`config.mk`:
```
export PLATFORM = sky130hd
export DESIGN_NAME = ifetch
export DESIGN_NICKNAME = d
export VERILOG_FILES = /design/src/rtl/ifetch_pkg.sv /design/src/rtl/ifetch_queue.sv /design/src/rtl/ifetch.sv
export SDC_FILE = /design/constraint.sdc
export NUM_CORES = 1
export LEC_CHECK = 0
export ABC_AREA = 1
export ABC_CLOCK_PERIOD_IN_PS = 3600
export BUFFER_PORTS_ARGS = -buffer_cell sky130_fd_sc_hd__buf_2
export CAP_MARGIN = 20
export CORE_ASPECT_RATIO = 0.8
export CORE_MARGIN = 2
export CORE_UTILIZATION = 40
export DETAILED_ROUTE_END_ITERATION = 16
export PLACE_DENSITY = 0.73
export SETUP_SLACK_MARGIN = 0.05
export SLEW_MARGIN = 20
export SYNTH_ARGS = -nofsm -noshare
export SYNTH_HDL_FRONTEND = slang
export SYNTH_SLANG_ARGS = --single-unit
export TNS_END_PERCENT = 1
```
`constraint.sdc`:
```
create_clock -name clk -period 3.6 [get_ports clk]
set_input_delay 0.18 -clock clk [delete_from_list [all_inputs] [get_ports clk]]
set_output_delay 0.18 -clock clk [all_outputs]
set_load 0.005 [all_outputs]
```
`src/rtl/ifetch_pkg.sv`:
```
// Shared types and constants for the miniRV instruction fetch unit.
// The optional IFETCH_ALIGN_CHECK_EN feature uses the HALT state declared here.
package ifetch_pkg;

  typedef enum logic [1:0] {
    IDLE  = 2'd0,
    FETCH = 2'd1,
    HALT  = 2'd2
  } ifetch_state_t;

  typedef struct packed {
    logic [31:0] pc;
    logic [31:0] inst;
  } fetch_entry_t;

  localparam logic [31:0] IFETCH_PC_STEP = 32'd4;

  // Fetch addresses are always word aligned; the low two bits are discarded.
  function automatic logic [31:0] align_word(input logic [31:0] addr);
    return {addr[31:2], 2'b00};
  endfunction

endpackage

```
`src/rtl/ifetch_queue.sv`:
```
// Prefetch FIFO holding {pc, inst} pairs between the memory side and decode.
// DEPTH must be a power of two so the pointers wrap naturally.
module ifetch_queue
  import ifetch_pkg::*;
#(
  parameter int DEPTH = 2
) (
  input  logic                   clk,
  input  logic                   rst_n,
  input  logic                   push,
  input  fetch_entry_t           push_data,
  input  logic                   pop,
  input  logic                   flush,
  output fetch_entry_t           head,
  output logic [$clog2(DEPTH):0] count
);

  localparam int PW = $clog2(DEPTH);
  localparam logic [PW:0]   FULL_COUNT = (PW + 1)'(DEPTH);
  localparam logic [PW:0]   CNT_ONE    = (PW + 1)'(1);
  localparam logic [PW-1:0] PTR_ONE    = PW'(1);

  fetch_entry_t  mem [DEPTH];
  logic [PW-1:0] wr_ptr;
  logic [PW-1:0] rd_ptr;
  logic          do_push;
  logic          do_pop;

  assign do_push = push && (count != FULL_COUNT);
  assign do_pop  = pop && (count != '0);
  assign head    = mem[rd_ptr];

  // Flush only rewinds the pointers; stale data is unreachable once count is zero.
  always_ff @(posedge clk or negedge rst_n) begin
    if (!rst_n) begin
      wr_ptr <= '0;
      rd_ptr <= '0;
      count  <= '0;
      for (int i = 0; i < DEPTH; i++) begin
        mem[i] <= '0;
      end
    end else if (flush) begin
      wr_ptr <= '0;
      rd_ptr <= '0;
      count  <= '0;
    end else begin
      if (do_push) begin
        mem[wr_ptr] <= push_data;
        wr_ptr      <= wr_ptr + PTR_ONE;
      end
      if (do_pop) begin
        rd_ptr <= rd_ptr + PTR_ONE;
      end
      case ({do_push, do_pop})
        2'b10:   count <= count + CNT_ONE;
        2'b01:   count <= count - CNT_ONE;
        default: count <= count;
      endcase
    end
  end

endmodule

```
`src/rtl/ifetch.sv`:
```
// miniRV instruction fetch: issues word reads, buffers them, hands {pc, inst} to decode.
// Define IFETCH_ALIGN_CHECK_EN to add the sticky fault output and HALT on misaligned redirects.
module ifetch
  import ifetch_pkg::*;
#(
  parameter logic [31:0] RESET_PC = 32'h8000_0000,
  parameter int          DEPTH    = 2
) (
  input  logic        clk,
  input  logic        rst_n,
  output logic        mem_req,
  output logic [31:0] mem_addr,
  input  logic        mem_gnt,
  input  logic [31:0] mem_rdata,
  input  logic        redirect_valid,
  input  logic [31:0] redirect_pc,
  output logic        inst_valid,
  output logic [31:0] inst_pc,
  output logic [31:0] inst,
  input  logic        inst_ready
`ifdef IFETCH_ALIGN_CHECK_EN
  ,
  output logic        fault
`endif
);

  localparam int CW = $clog2(DEPTH) + 1;
  localparam logic [CW-1:0] FULL_COUNT = CW'(DEPTH);

  ifetch_state_t state;
  ifetch_state_t state_next;
  logic [31:0]   fetch_pc;
  logic [CW-1:0] count;
  fetch_entry_t  head;
  fetch_entry_t  push_entry;
  logic          accept;
  logic          pop;
  logic          misaligned;

`ifdef IFETCH_ALIGN_CHECK_EN
  assign misaligned = redirect_valid && (redirect_pc[1:0] != 2'b00);
  assign fault      = (state == HALT);
`else
  assign misaligned = 1'b0;
`endif

  always_ff @(posedge clk or negedge rst_n) begin
    if (!rst_n) begin
      state <= IDLE;
    end else begin
      state <= state_next;
    end
  end

  always_comb begin
    state_next = state;
    case (state)
      IDLE:    state_next = misaligned ? HALT : FETCH;
      FETCH:   state_next = misaligned ? HALT : FETCH;
      HALT:    state_next = HALT;
      default: state_next = IDLE;
    endcase
  end

  // Occupancy is taken before any same-cycle pop, so a pop never frees a slot early.
  always_comb begin
    mem_req = 1'b0;
    if (state == FETCH && count < FULL_COUNT && !redirect_valid) begin
      mem_req = 1'b1;
    end
  end

  assign accept     = mem_req && mem_gnt;
  assign pop        = inst_valid && inst_ready && !redirect_valid;
  assign mem_addr   = fetch_pc;
  assign inst_valid = (count != '0);
  assign inst_pc    = head.pc;
  assign inst       = head.inst;

  assign push_entry.pc   = fetch_pc;
  assign push_entry.inst = mem_rdata;

  always_ff @(posedge clk or negedge rst_n) begin
    if (!rst_n) begin
      fetch_pc <= RESET_PC;
    end else if (redirect_valid) begin
      fetch_pc <= align_word(redirect_pc);
    end else if (accept) begin
      fetch_pc <= fetch_pc + IFETCH_PC_STEP;
    end
  end

  ifetch_queue #(
    .DEPTH(DEPTH)
  ) u_queue (
    .clk      (clk),
    .rst_n    (rst_n),
    .push     (accept),
    .push_data(push_entry),
    .pop      (pop),
    .flush    (redirect_valid),
    .head     (head),
    .count    (count)
  );

endmodule

```
== After elaboration in Yosys (flattened, before gate mapping) ==
Cells that the tools add are included.
Storage, ports and cells
  register bits: 166
  output and inout port bits: 98
  logic and storage cells: 59
Cells by class
  multiplexer cells: 16
  add/sub/neg operators: 5
  $lt $le $gt $ge: 4
  bitwise logic cells: 3
  equal/unequal tests: 5
  reduce and logical (&&, ||, !) cells: 17
Operator list (number)
  $mux 64: 4
  $bwmux 128: 1
  $demux 64 s1: 1
  $mux 32: 2
  $add 32x3->32 const B: 1
  $logic_and 1x1->1: 8
  $pmux 2 s2: 2
  $reduce_bool 2->1: 4
  $mux 1: 5
  $eq 2x1->1 const B: 2
  $eq 2x2->1 const B: 2
  $ge 2x2->1 const B: 2
  $not 1->2: 2
  $reduce_bool 3->1: 1
  $add 1x1->1 const B: 2
  $add 2x1->2 const B: 1
  $logic_not 2->1: 1
  $lt 2x1->1 const B: 1
  $lt 2x2->1 const B: 1
  $mux 2: 1
  $ne 2x2->1 const B: 1
  $reduce_and 2->1: 1
  $reduce_or 2->1: 1
  $sub 2x1->2 const B: 1
  other kinds (2): 2

== Depth between registers and ports, before layout ==
Gate-level depths: netlist (run 1).
  depth after elaboration: 9
  gate-level depth with buffers: 10
  mapped depth without buffers: 10

== Modules after synthesis ==
A second synthesis (run 1) with hierarchy kept.
Second synthesis, totals
  cell total of the unflattened synthesis: 1093
  area total of the unflattened synthesis: 8435.6 um^2
Modules (own cells, without submodules)
  ifetch_queue: times used 1, area an instance 6057.1 um^2, seq. area each 3303.2 um^2, cells each 718
  ifetch: times used 1, area an instance 2378.5 um^2, seq. area each 802.0 um^2, cells each 375

== Worst setup path before layout (run 1) ==
OpenSTA, ideal clock, no wires.
  path type: register -> register
  from: register fetch_pc[2], in the netlist mem_addr[2]
  to: register fetch_pc[16], in the netlist mem_addr[16]
  clock period less this slack: 1.499 ns
  cell stages (with the launch flop): 8
  path slack: 2.101 ns
  data arrival time: 1.375 ns
  library setup time: 0.124 ns
  path buffers: 0
  required time: 3.476 ns
  cell sequence: dfrtp_1 ha_1 nand3_1 nor2_1 nand3_1 xor2_1 nand2_1 nand3_1
On the way
  cells in the longest elaborated chain, start to end: 3
Ends and longest elaborated chain
  from (decl): RTL line ifetch.sv:32  | logic [31:0] fetch_pc;
  from (signal assigned): RTL line ifetch.sv:87  | fetch_pc <= align_word(redirect_pc);
  from (signal assigned): RTL line ifetch.sv:89  | fetch_pc <= fetch_pc + IFETCH_PC_STEP;
  $add 32x3->32: RTL line ifetch.sv:89
  $mux 32: RTL line ifetch.sv:88  | end else if (accept) begin
  $mux 32: RTL line ifetch.sv:86  | end else if (redirect_valid) begin
Every way passes these cells. The select of a mux whose other input is x is not followed.
A chain may end at the register's enable or synchronous reset.

== Worst setup path in the final report (run 1) ==
  from: register u_queue.rd_ptr
  to: output inst[4]
On the way
  cells in the longest elaborated chain, start to end: 4
Ends and longest elaborated chain
  from (decl): RTL line ifetch_queue.sv:25  | logic [PW-1:0] rd_ptr;
  from (signal assigned): RTL line ifetch_queue.sv:52  | rd_ptr <= rd_ptr + PTR_ONE;
  $not 1->2 (implied by the code): RTL line ifetch_queue.sv:31  | assign head = mem[rd_ptr];
  $mux 64 (implied by the code) (3 in series): RTL line ifetch_queue.sv:31
  to (decl): RTL line ifetch.sv:19  | output logic [31:0] inst,
Every way passes these cells. The select of a mux whose other input is x is not followed.

==> results of run 1 <==
## sequential cells by signal (all words and copies together), names as in the netlist
name            count
mem_addr           30
u_queue.count       2
state               2
u_queue.wr_ptr      1
u_queue.mem       124
u_queue.rd_ptr      1
## timing repair
action / CTS / global route
endpoints found under the hold margin: 90 / 0
buffers inserted: 0 / 0
hold buffers: 26 / 0
gates resized for setup: 0 / 0
## metrics by stage
step	hold slack, ps	area [µm²]	total power, W
5_1_grt	10.3	9560	0.00617
3_5_place_dp	218	8700	0.00393
4_1_cts	1.95	9560	0.00583
3_3_place_gp	212	8700	0.00388
6_report	15.1	9560	0.00577
2_1_floorplan	-116	7790	0.00336
## how the worst max path moves through the flow
stage                              start                to  slack [ps]
final                     u_queue.rd_ptr           inst[4]        1280
after global routing      u_queue.rd_ptr          inst[12]        1080
after CTS                 u_queue.rd_ptr        inst_pc[2]        1230
after detailed placement  redirect_valid   u_queue.mem[20]        1320
after global placement    redirect_valid  u_queue.mem[103]        1390
after floorplan              mem_addr[2]      mem_addr[16]        2100
## Yosys cell counts
cell / n
nand2_1: 484
dfrtp_1: 159
o21ai_1: 106
inv_1: 72
nor2_1: 56
nand3_1: 42
clkbuf_1: 22
o21ai_0: 18
buf_6: 13
xor2_1: 12
buf_2: 7
o211ai_1: 7
buf_1: 4
buf_4: 4
inv_2: 4
o21ai_2: 4
nand2_4: 3
nand4_1: 3
a21oi_1: 1
a31oi_1: 1
conb_1: 1
dfstp_2: 1
ha_1: 1
inv_4: 1
nand2_2: 1
nand3_2: 1
nor2_4: 1
o221ai_1: 1
xnor2_1: 1
## routing by layer
metal	vias up	routed length, µm	GRT usage
met5	-	0	0
met4	0	282	0.0519
met3	22	1450	0.0545
met2	263	8800	0.306
met1	3266	10100	0.303
li1	3542	-	-
## report_power, final
| group | switching, W | total, W | internal, W |
|---|---|---|---|
| logic | 0.000777 | 0.00135 | 0.000569 |
| registers | 0.000312 | 0.00258 | 0.00226 |
| clock network | 0.000737 | 0.00185 | 0.00111 |
## area by class of cell
class | count | area (µm²) | share of cell area
Clock buffer | 20 | 447 | 0.0467
Clock inverter | 12 | 159 | 0.0166
Inverter | 77 | 292 | 0.0305
Multi-Input combinational cell | 747 | 3190 | 0.333
Sequential cell | 160 | 4010 | 0.419
Tap cell | 258 | 323 | 0.0338
Timing Repair Buffer | 192 | 1150 | 0.120
## tightest hold or removal path, stage by stage
cell     delay (ps)
buf_2            90
inv_1            60
o21ai_1          60
## logic make-up (layout without fill, tap and decap cells)
family | count (synthesis) | count (layout) | synth area share
other cells | 1 | 4 | 0.000482
compound gates | 138 | 138 | 0.0936
flops | 160 | 160 | 0.515
xor+xnor | 13 | 13 | 0.0146
fa+ha+maj | 1 | 1 | 0.00161
buf+inv | 127 | 301 | 0.0772
simple gates | 591 | 591 | 0.298
==> metrics.md, run 1 <==
| Metric | Value |
|---|---|
| Final wirelength | `20600 µm` |
| LEAKAGE | `5.10 nW` |
| Final Wtd Congestion | `0.918` |
| Yosys reg bits | `160` |
| Initial Utilization | `0.409` |
| Worst flop-to-flop path startpoint | `u_queue.count[1]` |
| Synth top area share | `0.511` |
| Die Area | `20600 µm²` |
| Mean routed wirelength per cell | `14.1 µm` |
| Post-synthesis cell count | `1031` |
| Yosys Warn Count | `0` |
| RSZ-0062 raised after global routing | `no` |
| Critical path required time | `3420 ps` |
| Vias per cell | `4.84` |
| Share of cells above drive strength 1 | `0.176` |
| Final setup viols | `0` |
| Seq/Total Area, Yosys | `0.515` |
| Die height | `129 µm` |
| # clock sinks | `160` |
| Post-synthesis average cell area | `7.55 µm²` |
| Crit-path slowest cell | `inv_2` |
| Routed via count | `7093` |
| Stages on the worst setup path | `5` |
| Final setup margin | `1280 ps` |
| Worst-Skew Late Latency | `420 ps` |
| DRC | `0` |
| Cell mode on critical path | `nand2_1` |
| CP Launch Type | `register` |
| End of the worst hold path | `u_queue.mem[73]` |
| Clock-pin slew on the worst setup and hold paths | `60 ps` |
| MaxCap Viol Count | `0` |
| Max Slew Vio Count | `0` |
| Critical Path Sink Type | `output pin` |
| Tcrit/Tclk final | `0.645` |
| Setup Skew | `6.16 ps` |
| Tmin final | `2320 ps` |
| Synth area leader | `dfrtp_1` |
| Crit path largest cell delay | `600 ps` |
| Total grt overflow | `0` |
| CTS Buffer Depth | `2` |
| Most frequent cells in the layout | `nand2_1 (484), buf_2 (159), dfrtp_1 (158), o21ai_1 (106), inv_1 (72)` |
| Root buf cell | `clkbuf_16` |
| Core footprint | `19000 µm²` |
| Nets@finish | `1265` |
| Fin. Hold Viols | `0` |
| WP data arrival | `2140 ps` |
| Initial drt markers | `589` |
| Outcome | `completed` |
| I/O pins | `167` |
| Hold path depth | `3` |
| Peak supply drop | `0.302 mV` |
| Largest net degree at the start of global routing | `75` |
| Crit path kind | `register to output pin` |
| Inst Count DP | `1408` |
| Most frequent standard cell in the layout excluding fill and tap cells | `nand2_1` |
| Pwr dens | `604 nW/µm²` |
| Antenna-violating nets left | `0` |
| Crit-path cells | `inv_2 > buf_4 > nand2_1 > nand2_1 > buf_2` |
| Mapped Area | `7780 µm²` |
| Vias in the first global route | `6547` |
| Detailed Routing Iterations Pass 1 | `5` |
| HPWL after detailed placement | `13800 µm` |
| R2R setup slack | `1370 ps` |
| Antenna diode instance count | `0` |
| CTS tree | `built` |
| Setup TNS | `0 ps` |
| FP Rows | `45` |
| Die W | `160 µm` |
| Delay-heaviest family, CP | `buffers and inverters` |
| Critical-path maximum fanout | `43` |
| First-pass GRT wire length | `33900 µm` |
| H-tree levels | `4` |
| Layout area overhead | `22.9%` |
| R2R depth | `9` |
| Fmax | `0.431 GHz` |
| Worst path bufs/invs | `3` |
| Layout Utilization | `0.502` |
| Capture point of the worst reg-to-reg path | `u_queue.mem[20]` |
| Total track usage | `0.207` |
| Worst slew pin tran | `841 ps` |
| Critical hold path startpoint | `mem_rdata[9]` |
| Place WS | `1320 ps` |
| I/O Buffers | `160` |
| Fin cells | `1466` |
| Type of the most critical hold path | `input pin to register` |
| CTS Buf Count | `17` |
| Initial antenna violation count | `0` |
| Worst slew margin | `0.438` |
| Synth cell types | `29` |
| Synth area leaders | `dfrtp_1 (51%), nand2_1 (23%), o21ai_1 (6.8%)` |
| # fillers | `1884` |
No activity file was read; power rests on OpenSTA's default activity.
==> run 2: changes to the inputs <==
ABC_CLOCK_PERIOD_IN_PS = 2450   (was 3600)
clock period = 2.45 ns   (was 3.6 ns; I/O delays follow)
==> run 2 against run 1 <==
Net effect: wire length grew 4.2%; register-to-register slack worse by 810 ps; critical path type is now register to register; sequential power rose by 47%; clock-buffer cell count unchanged; worst setup slack worse by 720 ps; largest cell class unchanged.
==> metrics.md, run 2 (synthesis results as in run 1) <==
| Metric | Value |
|---|---|
| Outcome | `completed` |
| Antenna diode instance count | `0` |
| CP Launch Type | `register` |
| Routed via count | `7288` |
| Max reg flops | `124` |
| CTS tree | `built` |
| I/O Buffers | `160` |
| Antenna-violating nets left | `0` |
| Total track usage | `0.215` |
| Setup TNS | `0 ps` |
| Die height | `129 µm` |
| Initial antenna violation count | `0` |
| Initial drt markers | `643` |
| FP Rows | `45` |
| WP data arrival | `2250 ps` |
| Vias in the first global route | `6920` |
| Final wirelength | `21500 µm` |
| Critical-path maximum fanout | `7` |
| Share of cells above drive strength 1 | `0.178` |
| Critical path required time | `2810 ps` |
| Root buf cell | `clkbuf_16` |
| Met1 usage | `0.306` |
| Core footprint | `19000 µm²` |
| LEAKAGE | `5.31 nW` |
| Most frequent cells in the layout | `nand2_1 (484), buf_2 (159), dfrtp_1 (158), o21ai_1 (106), inv_1 (72)` |
| # clock sinks | `160` |
| Met2 usage | `0.334` |
| Fin. Hold Viols | `0` |
| R2R depth | `8` |
| Most flop-heavy register | `u_queue.mem` |
| Sequential share of power | `0.443` |
| RSZ-0062 raised after global routing | `no` |
| H-tree levels | `4` |
| Peak supply drop | `0.542 mV` |
| Vias per cell | `4.83` |
| Clock Power Share | `0.315` |
| HPWL after detailed placement | `14000 µm` |
| Tmin final | `1890 ps` |
| Sw Pwr | `0.00267 W` |
| CTS Buffer Depth | `2` |
| Max Slew Vio Count | `0` |
| Worst slew margin | `0.511` |
| Initial Utilization | `0.409` |
| Worst slew pin tran | `733 ps` |
| Layout Utilization | `0.526` |
| Setup Skew | `8.39 ps` |
| Final Wtd Congestion | `0.905` |
| First-pass GRT wire length | `35300 µm` |
| Clock-pin slew on the worst setup and hold paths | `60 ps` |
| Die W | `160 µm` |
| DRC | `0` |
| Logic pwr share | `0.242` |
| Fmax | `0.529 GHz` |
| Most frequent standard cell in the layout excluding fill and tap cells | `nand2_1` |
| Largest net degree at the start of global routing | `73` |
| Layout area overhead | `28.6%` |
| Type of the most critical hold path | `input pin to register` |
| Cts repair resizes | `0` |
| Crit path kind | `register to register` |
| Critical hold path startpoint | `inst_ready` |
| Final setup viols | `0` |
| CTS Buf Count | `17` |
| Mean routed wirelength per cell | `14.2 µm` |
| Die Area | `20600 µm²` |
| Final hold slack | `31.9 ps` |
| Worst flop-to-flop path startpoint | `mem_addr[2]` |
| Worst-Skew Late Latency | `420 ps` |
| Busiest grt layer | `met2` |
| Switching Share | `0.313` |
| Total grt overflow | `0` |
| Detailed Routing Iterations Pass 1 | `5` |
| Pwr dens | `854 nW/µm²` |
| MaxCap Viol Count | `0` |
| Cell internal pwr | `0.00587 W` |
| Nets@finish | `1309` |
| Tcrit/Tclk final | `0.772` |
| I/O pins | `167` |
| Global routing usage on met3 | `0.0493` |
| Critical Path Source | `mem_addr[2]` |
| Hold path depth | `3` |
| Critical Path Sink Type | `register` |
| Post-CTS Setup Repair Bufs | `0` |
-- run 2: final timing paths --
kind	end	slack, ps
hold reg to reg	state[0]	420
hold / removal	u_queue.rd_ptr	30
max in group asynchronous	u_queue.mem[58]	1430
setup reg to reg	mem_addr[18]	560
setup / recovery	mem_addr[18]	560
min in group asynchronous	u_queue.mem[88]	240
-- run 2: layout make-up --
class                           instances  area (µm²)
Inverter                               77         292
Fill cell                            1851        9030
Timing Repair Buffer                  236        1600
Clock buffer                           20         457
Sequential cell                       160        4010
Multi-Input combinational cell        747        3190
Clock inverter                         10         138
Tap cell                              258         323
-- run 2: power groups by stage --
stage / Sequential, W / Clock, W / Combinational, W
floorplan: 0.00370 / 0 / 0.00123
global placement: 0.00378 / 0 / 0.00195
detailed placement: 0.00381 / 0 / 0.00200
CTS: 0.00377 / 0.00274 / 0.00208
global route: 0.00387 / 0.00285 / 0.00238
finish: 0.00378 / 0.00269 / 0.00207
-- run 2: metrics by stage --
step / area (µm²) / setup slack [ps] / std cells / power, W
after detailed placement: 8810 / 614 / 1418 / 0.00581
after global placement: 8810 / 652 / 1418 / 0.00574
after CTS: 10000 / 531 / 1508 / 0.00860
after floorplan: 7790 / 951 / 1034 / 0.00493
after global routing: 10000 / 412 / 1508 / 0.00910
final: 10000 / 559 / 1508 / 0.00854
-- run 2: critical path: stages, from the launching register on --
cell     delay [ps]
dfrtp_1         500
ha_1            320
inv_1            80
nor2_1          280
nand2_1         190
nor2_1          160
xor2_1          170
nand2_1          60
nand3_1          70
-- run 2: timing repair --
item | in CTS | in global routing
endpoints found under the setup margin | 0 | 0
endpoints found under the hold margin | 145 | 0
hold buffers | 60 | 0
-- run 2: layer usage --
layer | up-vias | wire length [µm]
li1 | 3626 | -
met1 | 3368 | 10200
met2 | 269 | 9400
met3 | 25 | 1590
met4 | 0 | 281
met5 | - | 0
==> run 3: changes to the inputs <==
ABC_AREA = 0   (was 1)
ABC_CLOCK_PERIOD_IN_PS = 1780   (was 2450)
clock period = 1.78 ns   (was 2.45 ns; I/O delays follow)
==> run 3 against run 2 <==
Net effect: critical path depth shrank 2; final cell count shrank 26%; clock-buffer cell count grew 3; hold slack gained 91 ps; critical endpoint is now u_queue.mem[81]; largest cell class unchanged.
==> metrics.md, run 3 <==
| Metric | Value |
|---|---|
| Initial drt markers | `438` |
| FP Rows | `44` |
| Final setup viols | `0` |
| DRC | `0` |
| Mapped Area | `7460 µm²` |
| Routed via count | `5591` |
| MaxCap Viol Count | `0` |
| Yosys reg bits | `160` |
| Critical Path Sink Type | `register` |
| Outcome | `completed` |
| Max Slew Vio Count | `0` |
| Post-synthesis cell count | `579` |
| Crit-path cells | `nor4b_4 > and2_4 > buf_6 > nand2b_4 > buf_12 > mux2_4` |
| HPWL after detailed placement | `12500 µm` |
| Tcrit/Tclk final | `0.979` |
| Seq/Total Area, Yosys | `0.537` |
| CTS tree | `built` |
| Clock-pin slew on the worst setup and hold paths | `60 ps` |
| Setup Skew | `14.4 ps` |
| Met2 usage | `0.313` |
| Layout area overhead | `38.7%` |
| Fin. Hold Viols | `0` |
| Most frequent cells in the layout | `mux2_2 (159), dfrtp_1 (157), buf_2 (152), dlygate4sd3_1 (64), nand2_1 (43)` |
| WP data arrival | `2040 ps` |
| Largest net degree at the start of global routing | `54` |
| Crit-path slowest cell | `dfrtp_1` |
| Root buf cell | `clkbuf_16` |
| Initial antenna violation count | `1` |
| Synth area leader | `dfrtp_1` |
| Async set-or-reset flop fraction in the synthesized netlist | `1.00` |
| Met1 usage | `0.270` |
| Final setup margin | `37.8 ps` |
| Critical path required time | `2070 ps` |
| Die W | `157 µm` |
| CTS Buf Count | `17` |
| Worst-Skew Late Latency | `420 ps` |
| Tmin final | `1740 ps` |
| First-pass GRT wire length | `30500 µm` |
| Post-synthesis average cell area | `12.9 µm²` |
| LEAKAGE | `4.81 nW` |
| CTS Buffer Depth | `2` |
| Share of cells above drive strength 1 | `0.522` |
| Final wirelength | `18400 µm` |
| Detailed Routing Iterations Pass 1 | `4` |
| RSZ-0062 raised after global routing | `yes` |
| Busiest grt layer | `met2` |
| Fin cells | `1116` |
| Final Wtd Congestion | `0.805` |
| Max reg flops | `124` |
| # clock sinks | `160` |
| Synth top area share | `0.533` |
| Synth cell types | `42` |
| Die Area | `19800 µm²` |
| Initial Utilization | `0.409` |
| Core footprint | `18200 µm²` |
| I/O Buffers | `160` |
| Mean routed wirelength per cell | `16.5 µm` |
| Global routing usage on met3 | `0.0502` |
| Most frequent standard cell in the layout excluding fill and tap cells | `mux2_2` |
| I/O pins | `167` |
| Type of the most critical hold path | `input pin to register` |
| Final hold slack | `123 ps` |
| Nets@finish | `919` |
| Peak supply drop | `0.573 mV` |
| Pwr dens | `1090 nW/µm²` |
| Vias per cell | `5.01` |
| Total track usage | `0.197` |
| Inst Count DP | `1014` |
| Worst slew margin | `0.650` |
| Most common library cells after synthesis | `dfrtp_1 (159), mux2_2 (159), nand2_1 (44)` |
| Die height | `126 µm` |
| Vias in the first global route | `5821` |
| Worst slew pin tran | `524 ps` |
| Total grt overflow | `0` |
| Post-synth top flop | `dfrtp_1` |
| CP Launch Type | `register` |
| Crit path kind | `register to register` |
| Power Total | `0.0112 W` |
| Crit path largest cell delay | `400 ps` |
| Antenna-violating nets left | `0` |
| Place WS | `-86.4 ps` |
| Post-synth EDFFs | `0` |
| Synth area leaders | `dfrtp_1 (53%), mux2_2 (24%), mux2_4 (4.0%)` |
| Critical-path maximum fanout | `20` |
| H-tree levels | `4` |
| Fmax | `0.574 GHz` |
| Yosys Warn Count | `0` |
| Most flop-heavy register | `u_queue.mem` |
## run 3: cell count changes after synthesis, moves of 20 or more
cell     delta
nor2_1     -37
mux2_2    +159
nand3_1    -24
mux2_4     +20
nand2_1   -440
o21ai_1   -106
inv_1      -66
## run 3: repair_timing
item                                    CTS  global route
pin swaps                                 1             6
hold endpoints to repair                144             0
cloned                                    0             0
resized for setup                        14            16
hold buffers                             64             0
endpoints found under the setup margin  173           175
setup buffers                             4             1
## run 3: routing by layer
metal | routed length (µm) | share of wire
met4 | 164 | 0.0089
met3 | 946 | 0.051
met1 | 8590 | 0.47
met2 | 8710 | 0.47
met5 | 0 | 0
## run 3: critical path, delay by kind of cell (launching register included)
family	cells	cell delay [ps]
buffers and inverters	2	310
DFF	1	400
muxes	1	310
and+or+nand+nor	3	590
## run 3: final timing paths
check	start	to	slack (ps)	cells past startpoint
worst max register to register	state[1]	u_queue.mem[81]	40	6
max in group asynchronous	rst_n	u_queue.mem[21]	920	3
worst min-delay path	redirect_valid	mem_addr[3]	120	3
min in group asynchronous	rst_n	u_queue.mem[8]	210	2
worst min register to register	u_queue.mem[42]	u_queue.mem[42]	480	2
worst max-delay path	state[1]	u_queue.mem[81]	40	6
## run 3: power by group
part           internal, W  switching [W]
clock              0.00203        0.00144
sequential         0.00447       0.000432
combinational      0.00176        0.00110
total              0.00826        0.00297
## run 3: logic make-up (layout without fill, tap and decap cells)
kind of cell,count (synthesis),after routing,synth area share
mux,182,182,0.285
buf+inv,43,323,0.0300
compound gates,67,67,0.0607
simple gates,121,121,0.0809
xor+xnor,4,4,0.00470
flops,160,160,0.537
fa+ha+maj,1,1,0.00168
other cells,1,5,0.000503
## run 3: area by class of cell
type	instances	area (µm²)
fill	1489	7880
sequential	160	4010
multi-input combinational	379	3300
timing repair buffer	285	2130
clock buffer	23	478
tap	253	317
clock inverter	9	83.8
inverter	6	22.5
antenna	1	2.50
## run 3: per-stage QoR
step / setup TNS, ps / utilization / area, µm²
after floorplan: -314 / - / 7490
after global placement: -2570 / 0.491 / 8950
after detailed placement: -310 / 0.492 / 8960
after CTS: 0 / 0.565 / 10300
after global routing: -711 / 0.568 / 10300
final: 0 / 0.568 / 10300
